===== src/rtl/game_input_pkg.sv =====
// Shared definitions for the pushbutton input path feeding the game FSM,
// ship and munition blocks.
package game_input_pkg;

  localparam int BTN_A = 0;
  localparam int BTN_B = 1;
  localparam int BTN_C = 2;
  localparam int BTN_D = 3;

  typedef enum logic [1:0] {
    RPT_IDLE   = 2'd0,
    RPT_DELAY  = 2'd1,
    RPT_REPEAT = 2'd2
  } rpt_state_t;

  // Counter width able to hold 0..n-1, never narrower than one bit.
  function automatic int cnt_width(input int n);
    return (n > 1) ? $clog2(n) : 1;
  endfunction

  function automatic int max_int(input int a, input int b);
    return (a > b) ? a : b;
  endfunction

endpackage


===== src/rtl/button_channel.sv =====
// One pushbutton: two-flop synchroniser, stability debounce to an active-high
// level, press/release pulses and a press-plus-auto-repeat pulse train.
module button_channel
  import game_input_pkg::*;
#(
  parameter int DEBOUNCE_CYCLES = 1_000_000,
  parameter int REPEAT_DELAY    = 25_000_000,
  parameter int REPEAT_PERIOD   = 5_000_000
) (
  input  logic clk,
  input  logic reset,
  input  logic btn_n_i,
  output logic level_o,
  output logic press_o,
  output logic release_o,
  output logic rpt_o
);

  localparam int CW = cnt_width(DEBOUNCE_CYCLES);
  localparam int RW = cnt_width(max_int(REPEAT_DELAY, REPEAT_PERIOD));
  localparam logic [CW-1:0] CNT_LAST    = CW'(DEBOUNCE_CYCLES - 1);
  localparam logic [RW-1:0] DELAY_LAST  = RW'(REPEAT_DELAY - 1);
  localparam logic [RW-1:0] PERIOD_LAST = RW'(REPEAT_PERIOD - 1);

  logic          sync1_q, sync2_q;
  logic [CW-1:0] cnt_q, cnt_d;
  logic          level_q, level_d;
  rpt_state_t    state_q, state_d;
  logic [RW-1:0] rcnt_q, rcnt_d;
  logic          press_q, release_q, rpt_q;
  logic          rise_s, fall_s, auto_s;

  // Synchroniser resets to the released (high) raw value.
  always_ff @(posedge clk) begin
    if (reset) begin
      sync1_q <= 1'b1;
      sync2_q <= 1'b1;
    end else begin
      sync1_q <= btn_n_i;
      sync2_q <= sync1_q;
    end
  end

  // Debounce: agreement clears the counter before any expiry is considered.
  always_comb begin
    cnt_d   = cnt_q;
    level_d = level_q;
    if (sync2_q == ~level_q) begin
      cnt_d = '0;
    end else if (cnt_q == CNT_LAST) begin
      level_d = ~sync2_q;
      cnt_d   = '0;
    end else begin
      cnt_d = cnt_q + 1'b1;
    end
  end

  assign rise_s = level_d & ~level_q;
  assign fall_s = ~level_d & level_q;

  // Repeat FSM: a release in the same cycle as an expiry suppresses the pulse.
  always_comb begin
    state_d = state_q;
    rcnt_d  = rcnt_q;
    auto_s  = 1'b0;
    case (state_q)
      RPT_IDLE: begin
        if (rise_s) begin
          state_d = RPT_DELAY;
          rcnt_d  = '0;
        end else begin
          rcnt_d = '0;
        end
      end
      RPT_DELAY: begin
        if (fall_s || !level_q) begin
          state_d = RPT_IDLE;
          rcnt_d  = '0;
        end else if (rcnt_q == DELAY_LAST) begin
          auto_s  = 1'b1;
          state_d = RPT_REPEAT;
          rcnt_d  = '0;
        end else begin
          rcnt_d = rcnt_q + 1'b1;
        end
      end
      RPT_REPEAT: begin
        if (fall_s || !level_q) begin
          state_d = RPT_IDLE;
          rcnt_d  = '0;
        end else if (rcnt_q == PERIOD_LAST) begin
          auto_s = 1'b1;
          rcnt_d = '0;
        end else begin
          rcnt_d = rcnt_q + 1'b1;
        end
      end
      default: begin
        state_d = RPT_IDLE;
        rcnt_d  = '0;
      end
    endcase
  end

  // State and registered outputs; reset overrides any coincident expiry.
  always_ff @(posedge clk) begin
    if (reset) begin
      cnt_q     <= '0;
      level_q   <= 1'b0;
      state_q   <= RPT_IDLE;
      rcnt_q    <= '0;
      press_q   <= 1'b0;
      release_q <= 1'b0;
      rpt_q     <= 1'b0;
    end else begin
      cnt_q     <= cnt_d;
      level_q   <= level_d;
      state_q   <= state_d;
      rcnt_q    <= rcnt_d;
      press_q   <= rise_s;
      release_q <= fall_s;
      rpt_q     <= rise_s | auto_s;
    end
  end

  assign level_o   = level_q;
  assign press_o   = press_q;
  assign release_o = release_q;
  assign rpt_o     = rpt_q;

endmodule


===== src/rtl/input_conditioner.sv =====
// Conditions the raw active-low board pushbuttons into debounced levels,
// edge pulses and auto-repeat pulses, one independent channel per button.
module input_conditioner
  import game_input_pkg::*;
#(
  parameter int N_BTN           = 4,
  parameter int DEBOUNCE_CYCLES = 1_000_000,
  parameter int REPEAT_DELAY    = 25_000_000,
  parameter int REPEAT_PERIOD   = 5_000_000
) (
  input  logic             clk,
  input  logic             reset,
  input  logic [N_BTN-1:0] btn_n_i,
  output logic [N_BTN-1:0] level_o,
  output logic [N_BTN-1:0] press_o,
  output logic [N_BTN-1:0] release_o,
  output logic [N_BTN-1:0] rpt_o,
  output logic             any_press_o
);

  for (genvar i = 0; i < N_BTN; i++) begin : g_ch
    button_channel #(
      .DEBOUNCE_CYCLES(DEBOUNCE_CYCLES),
      .REPEAT_DELAY   (REPEAT_DELAY),
      .REPEAT_PERIOD  (REPEAT_PERIOD)
    ) u_ch (
      .clk      (clk),
      .reset    (reset),
      .btn_n_i  (btn_n_i[i]),
      .level_o  (level_o[i]),
      .press_o  (press_o[i]),
      .release_o(release_o[i]),
      .rpt_o    (rpt_o[i])
    );
  end

  assign any_press_o = |press_o;

endmodule


===== config.mk =====
export PLATFORM = sky130hd
export DESIGN_NAME = input_conditioner
export DESIGN_NICKNAME = d
export VERILOG_FILES = /design/src/rtl/game_input_pkg.sv /design/src/rtl/button_channel.sv /design/src/rtl/input_conditioner.sv
export SDC_FILE = /design/constraint.sdc
export NUM_CORES = 1
export LEC_CHECK = 0
export ABC_AREA = 1
export BUFFER_PORTS_ARGS = -buffer_cell sky130_fd_sc_hd__buf_2
export CAP_MARGIN = 20
export CORE_MARGIN = 5
export CORE_UTILIZATION = 25
export CTS_CLUSTER_SIZE = 10
export DETAILED_ROUTE_END_ITERATION = 8
export PLACE_DENSITY = 0.48
export SLEW_MARGIN = 20
export SYNTH_ARGS = -nofsm -noshare
export SYNTH_HDL_FRONTEND = slang
export SYNTH_SLANG_ARGS = --single-unit

===== constraint.sdc =====
create_clock -name clk -period 1.74 [get_ports clk]
set_clock_uncertainty 0.2 [all_clocks]
set_input_delay 0.261 -clock clk [delete_from_list [all_inputs] [get_ports clk]]
set_output_delay 0.261 -clock clk [all_outputs]
set_load 0.005 [all_outputs]

Word-level counts from Yosys, hierarchy flattened
Cells that the tools add are included. Widths: inputs -> output; s select.

Add/sub/neg operators: 8. Equal/unequal tests: 36. Multiplexer cells: 68. Bitwise logic cells: 24. Reduce and logical (&&, ||, !) cells: 21.

Operator list (count): $mux 25 (16); $pmux 25 s2 (4); $add 25x1->25 const B (4); $eq 25x23->1 const B (4); $eq 25x25->1 const B (4); $add 20x1->20 const B (4); $eq 20x20->1 const B (4); $mux 2 (16); $mux 1 (24); $pmux 2 s3 (4); $ne 2x1->1 const B (8); $ne 3x1->1 const B (4); $not 1->1 (12); $reduce_and 3->1 (4); $reduce_or 3->1 (4); $and 1x1->1 (8); $eq 2x1->1 const B (4); $eq 2x2->1 const B (4); $logic_not 2->1 (4); $pmux 1 s2 (4); $eq 1x1->1 (4); $logic_not 1->1 (4); $logic_or 1x1->1 (4); $or 1x1->1 (4); $reduce_or 4->1 (1).

Bits in registers: 212. Input bits: 6.

Logic depth before layout (Yosys ltp)
Word-level depth: 9. Gate-level depth with buffers: 12. Depth with buffers taken out: 12.

Modules after synthesis
A second synthesis with hierarchy kept.

Cells, all modules: 1532. Area, all modules: 11020.6 um^2.

Modules (own cells, without submodules): button_channel (g_ch[0].u_ch ...) (times used 3, cells each 387, area each 2752.6 um^2, seq. area each 1061.0 um^2); button_channel (g_ch[3].u_ch) (times used 1, cells each 368, area each 2751.4 um^2, seq. area each 1061.0 um^2); input_conditioner (times used 1, cells each 3, area each 11.3 um^2, seq. area each 0.0 um^2).

Worst setup path after synthesis
No wires, ideal clock.

Path type: reg-to-reg. Start point: register g_ch[3].u_ch.cnt_q[0]. End point: register g_ch[3].u_ch.rcnt_q[11]. Library setup time: 0.117 ns. Arrival: 1.502 ns. Data required time: 1.423 ns. Setup slack: -0.079 ns. Cell stages (with the launch flop): 12. Path buffers: 1. Clock period less this slack: 1.819 ns. Cell sequence: dfxtp_1 -> ha_1 -> nand3_2 -> nor2_2 -> nand3_2 -> nand2_2 -> nand2_4 -> nand2_1 -> o21ai_2 -> nand2_4 -> buf_6 -> nor2_2.

Cells in the longest elaborated chain, start to end: 8.

RTL lines: start: declaration (line button_channel.sv:26) `logic [CW-1:0] cnt_q, cnt_d;`; start signal: assignment (line button_channel.sv:116) `cnt_q <= cnt_d;`; $eq 20x20->1 * (line button_channel.sv:50) `end else if (cnt_q == CNT_LAST) begin`; $mux 1 * (line button_channel.sv:50); $mux 1 * (line button_channel.sv:48) `if (sync2_q == ~level_q) begin`; $not 1->1 * (line button_channel.sv:59) `assign fall_s = ~level_d & level_q;`; $and 1x1->1 * (line button_channel.sv:59); $logic_or 1x1->1 * (line button_channel.sv:76, button_channel.sv:88); $mux 25, on equally long branches (line button_channel.sv:88, button_channel.sv:76); $pmux 25 s2 * (line button_channel.sv:66) `case (state_q)`; end signal: assignment (line button_channel.sv:119) `rcnt_q <= rcnt_d;`; end: declaration (line button_channel.sv:29) `logic [RW-1:0] rcnt_q, rcnt_d;`.

Mark *: on every way between the ends. The rest lies on a longest branch, timed or not. A chain may end at the register's enable or synchronous reset.

Worst setup path after layout
Start point: register g_ch[3].u_ch.press_q. End point: output port any_press_o.

Cells in the longest elaborated chain, start to end: 1.

RTL lines: start: declaration (line button_channel.sv:30) `logic press_q, release_q, rpt_q;`; start signal: assignment (line button_channel.sv:120) `press_q <= rise_s;`; $reduce_or 4->1 (line input_conditioner.sv:37) `assign any_press_o = |press_o;`; end: declaration (line input_conditioner.sv:18) `output logic any_press_o`.

No other way between the ends.

==> metrics.yaml <==
run_status:
  outcome: "complete, but fails checks"
  failed_checks: "setup timing"
power_and_ir_drop:
  pwr-share-comb_pct: 1.2
  p_int_uw: 8490
  power.share.clock_pct: 53.5
  p_switching_uw: 2230
  seq_power_share_pct: 45.4
  switching_share_pct: 20.8
  p_total_uw: 10700
  pwr_density_cell_mw_per_mm2: 621
  cellLeakagePower_uw: 0.00679
  ir_drop_mv: 0.662
die:
  die_x_um: 221
  rows: 77
  num_io_pins: 23
  fp.dieH_um: 221
  initial_core_util_pct: 25.2
  dieArea_mm2: 0.0486
  core_area_mm2: 0.0440
cells_and_area:
  layout.area.seq_mm2: 0.00434
  final_common_cell: "buf_4"
  multi_input_area_mm2: 0.00753
  layout.cells.most_common_list: "buf_4 (262), nand2_1 (224), inv_1 (186), nor2_1 (177), dfxtp_1 (151)"
  fillers: 4377
  drive_gt1_share_pct: 43.5
  nNetsFinal: 1920
  finish.cell_count_without_fillers: 2505
  area_growth_pct: 55.8
  n_antenna_cell: 0
cts:
  max-clock-path-buffers: 3
  clock-sinks: 212
  root_buffer: "clkbuf_16"
  clk_latency_ns: 0.55
  cts_buffers: 28
  cts_tree: "done"
  ctsHtreeMaxLevel: 1
  clk_pin_slew_ns: 0.06
placement:
  dp_hpwl_um: 20100
  place_ws_ns: -0.175
  numPortBuffers: 22
  dp.cells: 2369
  gp_congestion: 0.819
routing:
  drt-pass1-iter-count: 4
  drtIter0Drc: 367
  post_drt_wl_per_cell_um: 12.0
  vias: 10800
  drc_errors: 0
  postRouteAntennaNets: 0
  wl_um: 30100
  vias_per_cell: 4.29
grt:
  met1_usage_pct: 15.2
  grt_max_degree: 18
  grt.busiest_layer: "met2"
  grt_use_met3_pct: 1.60
  grt_pass1_vias: 10300
  grt.met2_usage_pct: 20.2
  overflow: 0
  antenna_found_initial: 0
  grtUsageTotal_pct: 11.7
  grt_pass1_wl_um: 48200
sta:
  worst_slack_ns: -0.198
  fin_crit_sh_pct: 111
  slew_headroom_pct: 75.0
  worstMarginPinSlew_ns: 0.371
  finalHoldViolations: 0
  min_period_ns: 1.94
  rsz0062_at_grt: "yes"
  fmax_ghz: 0.516
  hold_ws_ns: 0.203
  tns_ns: -8.61
  setup_violations: 110
  final-max-slew-violation-count: 0
worst_setup_path:
  cp.required_ns: 1.28
  arrival_ns: 1.48
  worstSetupStartpointType: "flop"
  cp_slowest_cell: "or4_1"
  crit_fanout: 2
  end_kind: "output port"
  critical_path.cell_chain: "or4_1, buf_2"
  cpPeakStageDelay_ns: 0.50
  criticalPathCategory: "reg -> out"
yosys:
  synth_top_area_cell: "dfxtp_1"
  synth_edf_count: 0
  syn-cell-area_mm2: 0.0111
  synth_area_leaders: "dfxtp_1 (38%), nor2_1 (9.7%), nand2_1 (9.2%)"
  ys_types: 50
  synth.net_count: 1574
  yosys_most_used_dff: "dfxtp_1"
  yosys_register_bits: 212
  ys_async_sr_fraction_pct: 0
  synth_cells: 1548
  yosysTopAreaCellShare_pct: 38.3
  synth-seq-area-share_pct: 38.3
  ys_warn_count: 0
  synth_area_per_cell_um2: 7.16
job:
  cap_violations: 0
worst_hold_path:
  hold_path_class: "reg -> reg"
## registers in the layout (all words and copies together) (netlist names)
register             count
g_ch.u_ch.press_o        4
g_ch.u_ch.release_o      4
g_ch.u_ch.sync1_q        4
g_ch.u_ch.state_q        8
g_ch.u_ch.rcnt_q       100
g_ch.u_ch.sync2_q        4
g_ch.u_ch.cnt_q         80
g_ch.u_ch.rpt_o          4
g_ch.u_ch.level_o        4
## area by class of cell
type / instances / area share, %
Clock buffer: 44 / 4.88
Clock inverter: 5 / 0.435
Inverter: 208 / 4.57
Multi-Input combinational cell: 1098 / 43.6
Sequential cell: 212 / 25.2
Tap cell: 592 / 4.29
Timing Repair Buffer: 346 / 17.0
## worst max-delay path, delay by kind of cell, from the launching register on
family,cells,cell delay [ns]
flip-flops,1,0.30
buffers and inverters,1,0.14
AND/OR/NAND/NOR,1,0.50
## synth_stat cells (all sizes together), types with 4 or more instances
cell type / instances
buf: 30
a21oi: 38
nor4: 14
xnor2: 21
o21a: 12
dfxtp: 212
ha: 20
nor3b: 15
o21ai: 23
nand4: 42
nand3: 124
inv: 208
nand2: 284
clkbuf: 4
nor3: 71
nor2: 319
or2: 19
xor2: 75
## per-layer routing
layer,routed length [um],up-vias
met5,0,-
met4,846,0
met3,817,46
met2,14800,110
met1,13700,4982
li1,-,5615
## logic make-up after synthesis
group | share of synthesized area [%]
flops | 38.3
buf+inv | 9.36
xor+xnor | 7.59
simple gates | 38.2
fa+ha+maj | 2.26
compound gates | 4.30
## power by group through the flow
| stage | sequential [uW] | combinational (uW) | clock [uW] |
|---|---|---|---|
| after floorplan | 4980 | 45.7 | 0 |
| after global placement | 4980 | 91.7 | 0 |
| after detailed placement | 4980 | 93.3 | 0 |
| after CTS | 4870 | 111 | 5950 |
| after global routing | 4860 | 137 | 6140 |
| final | 4860 | 124 | 5730 |
## metrics by stage
step / area, um2 / util, %
after global routing: 17300 / 39.2
after detailed placement: 13600 / 31.0
final: 17300 / 39.2
after global placement: 13600 / 31.0
after CTS: 15700 / 35.6
after floorplan: 11200 / -
## final timing paths
| kind | startpoint | to | slack, ns | cells after the start |
|---|---|---|---|---|
| max | g_ch[3].u_ch.press_o | any_press_o | -0.20 | 2 |
| min | g_ch[0].u_ch.sync1_q | g_ch[0].u_ch.sync2_q | 0.20 | 1 |
| max reg2reg | g_ch[0].u_ch.cnt_q[1] | g_ch[0].u_ch.cnt_q[14] | -0.14 | 10 |
| min reg2reg | g_ch[0].u_ch.sync1_q | g_ch[0].u_ch.sync2_q | 0.20 | 1 |
## what timing repair did
item | 4_1_cts | 5_1_grt
pin swaps | 47 | 136
hold endpoints to repair | 7 | 0
setup buffers | 39 | 49
hold buffers | 5 | 0
resized for setup | 149 | 388
gates cloned | 9 | 5
setup endpoints to repair | 133 | 176
No activity file was read; power rests on OpenSTA's default activity.
